`src/rtl/lector_colas_rr.sv`:
```
// Queue reader: turns arbiter grants into one-hot pops and buffers the returned words (grant-to-valid 2 cycles).
// Backpressure refuses grants via a credit check; optional per-queue served counters under LECTOR_COLAS_CONTADORES_EN.
module lector_colas_rr #(
  parameter int QUEUE_QUANTITY = 4,
  parameter int DATA_BITS      = 8,
  parameter int OUT_DEPTH      = 3
) (
  input  logic                                clk,
  input  logic                                rst,
  input  logic                                enb,
  input  logic [$clog2(QUEUE_QUANTITY)-1:0]   selector,
  input  logic                                selector_enb,
  input  logic [QUEUE_QUANTITY-1:0]           buf_empty,
  input  logic [QUEUE_QUANTITY*DATA_BITS-1:0] buf_data,
  output logic [QUEUE_QUANTITY-1:0]           pop,
  output logic [DATA_BITS-1:0]                data_out,
  output logic                                data_valid,
  input  logic                                out_ready,
`ifdef LECTOR_COLAS_CONTADORES_EN
  output logic [QUEUE_QUANTITY*16-1:0]        served_count,
`endif
  output logic                                grant_drop
);

  localparam int SEL_W = $clog2(QUEUE_QUANTITY);
  localparam int PTR_W = $clog2(OUT_DEPTH);
  localparam int OCC_W = $clog2(OUT_DEPTH + 1);

  typedef enum logic [1:0] {IDLE, RUN, FULL} state_t;

  state_t               state_q, state_d;
  logic [DATA_BITS-1:0] mem_q [OUT_DEPTH];
  logic [PTR_W-1:0]     head_q, head_d, tail_q, tail_d;
  logic [OCC_W-1:0]     occ_q, occ_d;
  logic                 inflight_q;
  logic [SEL_W-1:0]     sel_q;
  logic [DATA_BITS-1:0] data_out_q, data_out_d, cap_word;
  logic                 grant_drop_q;
  logic                 sel_ok, accept, cap, deq;

  function automatic logic [PTR_W-1:0] inc_ptr(input logic [PTR_W-1:0] p);
    return (p == PTR_W'(OUT_DEPTH - 1)) ? '0 : p + 1'b1;
  endfunction

  // FULL means occ + inflight has used every buffer slot, so it doubles as the credit check
  assign sel_ok   = {1'b0, selector} < (SEL_W + 1)'(QUEUE_QUANTITY);
  assign accept   = !rst & enb & selector_enb & sel_ok & !buf_empty[selector] & (state_q != FULL);
  assign cap      = inflight_q;
  assign cap_word = buf_data[sel_q*DATA_BITS +: DATA_BITS];
  assign deq      = (occ_q != '0) & out_ready;

  always_comb begin
    pop = '0;
    for (int i = 0; i < QUEUE_QUANTITY; i++) begin
      pop[i] = accept && (selector == SEL_W'(i));
    end
  end

  always_comb begin
    head_d     = deq ? inc_ptr(head_q) : head_q;
    tail_d     = cap ? inc_ptr(tail_q) : tail_q;
    occ_d      = occ_q + OCC_W'(cap) - OCC_W'(deq);
    data_out_d = data_out_q;
    // The new head may be the word landing this very edge
    if (occ_d != '0) begin
      data_out_d = (cap && (tail_q == head_d)) ? cap_word : mem_q[head_d];
    end
    if ((32'(occ_d) + 32'(accept)) == OUT_DEPTH) begin
      state_d = FULL;
    end else if ((occ_d == '0) && !accept) begin
      state_d = IDLE;
    end else begin
      state_d = RUN;
    end
  end

  always_ff @(posedge clk) begin
    if (rst) begin
      state_q      <= IDLE;
      head_q       <= '0;
      tail_q       <= '0;
      occ_q        <= '0;
      inflight_q   <= 1'b0;
      sel_q        <= '0;
      data_out_q   <= '0;
      grant_drop_q <= 1'b0;
    end else begin
      state_q      <= state_d;
      head_q       <= head_d;
      tail_q       <= tail_d;
      occ_q        <= occ_d;
      inflight_q   <= accept;
      data_out_q   <= data_out_d;
      grant_drop_q <= selector_enb & !accept;
      if (accept) sel_q <= selector;
      if (cap) mem_q[tail_q] <= cap_word;
    end
  end

`ifdef LECTOR_COLAS_CONTADORES_EN
  logic [QUEUE_QUANTITY*16-1:0] served_count_q;

  always_ff @(posedge clk) begin
    if (rst) begin
      served_count_q <= '0;
    end else begin
      for (int i = 0; i < QUEUE_QUANTITY; i++) begin
        if (pop[i]) served_count_q[i*16 +: 16] <= served_count_q[i*16 +: 16] + 16'd1;
      end
    end
  end

  assign served_count = served_count_q;
`endif

  assign data_out   = data_out_q;
  assign data_valid = (occ_q != '0);
  assign grant_drop = grant_drop_q;

endmodule

```
`config.mk`:
```
export PLATFORM = sky130hd
export DESIGN_NAME = lector_colas_rr
export DESIGN_NICKNAME = d
export VERILOG_FILES = /design/src/rtl/lector_colas_rr.sv
export SDC_FILE = /design/constraint.sdc
export NUM_CORES = 1
export LEC_CHECK = 0
export ABC_AREA = 1
export CORE_UTILIZATION = 53
export CTS_CLUSTER_SIZE = 16
export DETAILED_ROUTE_END_ITERATION = 8
export PLACE_DENSITY_LB_ADDON = 0.05
export REMOVE_ABC_BUFFERS = 1
export SYNTH_ARGS = -nofsm -noshare
export SYNTH_HDL_FRONTEND = slang
export SYNTH_SLANG_ARGS = --single-unit
```
`constraint.sdc`:
```
create_clock -name clk -period 3.7 [get_ports clk]
set_input_delay 0.74 -clock clk [delete_from_list [all_inputs] [get_ports clk]]
set_output_delay 0.74 -clock clk [all_outputs]
set_load 0.01 [all_outputs]
```
==> results.md <==
- H-tree levels: 2
- Port Buffer Count: 56
- Leak: 1.32 nW
- IO Pins: 57
- Iter 0 DRT Violations: 180
- Via Count: between 2000 and 2500
- Status: finished, final reports clean
- Number of synthesized flops with an enable pin: 24
- Yosys top cell area share: 30.9%
- Clk Latency, worst-skew pair: 0.30 ns
- DRT Pass-1 Iters: 4
- Least-Margin Pin Slew: a little under 0.6 ns
- Final Max Tran Viols: 0
- Most used DFF post-synth: edfxtp_1
- Core Footprint: about 0.0041 sq mm
- First-pass GRT wire length: 8.69 mm
- R2R Setup Slk: 1.48 ns
- Period minus WS final: 3.43 ns
- Clock Power Share: 15.4%
- Gpl congestion: between 0.8 and 0.9
- Placement row count: 23
- Fmax: 0.291 GHz
- CTS tree: yes
- Proportion of layout cells with a drive suffix above 1: 10.0%
- Clock Skew: 0.00795 ns
- CP endpoint kind: primary output
- Mapped cell area: 0.00233 sq mm
- Tot Pwr: 1.92 mW
- # diodes: 0
- Synth top area cells: edfxtp_1 31%, dfxtp_1 17%, nand3_1 8.6%
- Residual DRC: 0
- Max cap viols: 0
- Most common library cells after synthesis: 48 x nand2_1, 41 x inv_1, 40 x nand3_1
- HP Class: reg -> reg
- Die area: approximately 0.0047 sq mm
- Post-synth ARST share: 0%
- Crit Path Max Fanout: 6
- DP Wirelength: 3.96 mm
- Rel. slew slack: 60.9%
- Dominant cell by count in the synthesized netlist: nand2_1
- DR WL/cell: 13.3 um
- Synth cell types: 30
- Worst-path clk slew: 0.08 ns
- PwrDens: 630 mW/mm^2
- Post-route ant nets: 0
- YS warnings: 0
- Register area share after synthesis: 48.1%
- Die W: 68.3 um
- Sequential power share: around 33%
- Global Route Usage Sum: roughly a quarter
- Post-synthesis cell count: 288
- Fin cells: 400
- Comb power frac: 52.2%
- Period utilization: 92.8%
- Final #Nets: 396
- Synth area leader: edfxtp_1
- Num CTS Buffers: 5
- Avg Cell Area, Syn: 8.09 sq um
- Dpl cells: between 300 and 400
- Critical path required time: 2.96 ns
- Starting density of the core: 56.6%
- Number of clock sinks: 44
- Postcts setup bufs: 0
- Largest net degree at the start of global routing: 19
- CP arrival: 2.69 ns
- FILL cells: 335
- NetSw: 0.828 mW
- Final wirelength: between 5 and 6 mm
- Clock buffer depth: 2
- Setup-failing EPs final: 0
- FF+latch count, synth: 44
- Via density: 5.21
- Final hold violation count: 0
- Peak VDD IR: 0.351 mV
- Int Power: 1.09 mW
- Die height: 68.3 um
- Area growth, synth to finish: 30.4%
- Vias in the first global route: about 1900
- Crit path kind: in -> out
- Root Buffer: clkbuf_8
- RSZ-0062 raised after global routing: false
- Grt ovf: 0
- Antenna violations before repair: 0
- Switching share of power: 43.2%
- Startpoint class of the critical path: input port
- Setup TNS: 0 ns
-- cell type report --
type | count | area, sq um | area share (%)
flip-flops and latches | 44 | 1120 | 36.9
multi-input cells | 194 | 1010 | 33.2
repair buffers | 62 | 606 | 19.9
inverters | 42 | 158 | 5.19
clock buffers | 6 | 72.6 | 2.39
well taps | 50 | 62.6 | 2.06
clock inverters | 2 | 11.3 | 0.370
-- power groups by stage --
| stage | clock network [mW] | logic (mW) | registers, mW |
|---|---|---|---|
| 2_1_floorplan | 0 | 0.663 | 0.642 |
| 4_1_cts | 0.300 | 1.01 | 0.622 |
| 5_1_grt | 0.317 | 1.13 | 0.630 |
| 3_5_place_dp | 0 | 1.00 | 0.633 |
| 6_report | 0.295 | 0.999 | 0.622 |
| 3_3_place_gp | 0 | 0.971 | 0.630 |
-- per-layer routing --
layer	wire length, um	GRT usage (%)
met5	0	0
met4	76	10.4
met3	351	6.17
met2	2540	43.9
met1	2350	31.5
-- logic make-up (layout without fill, tap and decap cells) --
| logic type | after synthesis | after routing | share of synthesized area, % |
|---|---|---|---|
| XOR/XNOR | 1 | 1 | 0.376 |
| AND/OR/NAND/NOR | 146 | 146 | 29.9 |
| buffers and inverters | 50 | 112 | 8.80 |
| flip-flops | 44 | 44 | 48.1 |
| adder cells (fa/ha/maj) | 4 | 4 | 2.15 |
| AO/OA/AOI/OAI | 43 | 43 | 10.7 |
-- layout by cell type, fill, tap and decap left out, drive strengths merged, types with 4 or more instances in the layout --
master	synthesis	final
buf	7	6
dfxtp	20	20
ha	4	4
a21oi	4	4
nand3	43	43
clkdlybuf4s50	0	56
nand2	57	57
nor2	38	38
edfxtp	24	24
o21ai	27	27
nor3	5	5
o22ai	8	8
clkbuf	1	6
inv	42	42
-- worst paths after layout --
kind                             startpoint           to  cells past startpoint
worst min-delay path            data_out[3]  data_out[3]                      2
worst max register to register     occ_q[1]  data_out[5]                     11
worst min register to register  data_out[3]  data_out[3]                      2
worst max-delay path            selector[0]       pop[2]                      8
-- critical path, cell delays in order --
cell and delay, ns:
clkdlybuf4s50_1 0.59, inv_1 0.10, o21ai_0 0.21, nand3_2 0.16, inv_2 0.13, nand2_1 0.09, nor2_1 0.11, clkdlybuf4s50_1 0.55
-- through the flow --
step	instance area [sq um]	setup slack [ns]	util, %	hold WS [ns]
floorplan	2280	1.30	-	0.512
global placement	2950	0.344	71.7	0.497
detailed placement	2950	0.210	71.7	0.498
CTS	3040	0.204	73.8	0.519
global route	3040	0.0420	73.9	0.596
finish	3040	0.268	73.9	0.520
-- sequential cells by signal, indices dropped and copies added (netlist names) --
register,cells
mem_q,24
data_out,8
head_q,2
occ_q,2
sel_q,2
state_q,2
tail_q,2
cap,1
grant_drop,1
-- timing repair --
| item | in CTS | in global routing |
|---|---|---|
| hold buffers | 0 | 0 |
| endpoints found under the setup margin | 0 | 3 |
| resized for setup | 0 | 2 |
Note: power is estimated with default switching activity, not from simulation.
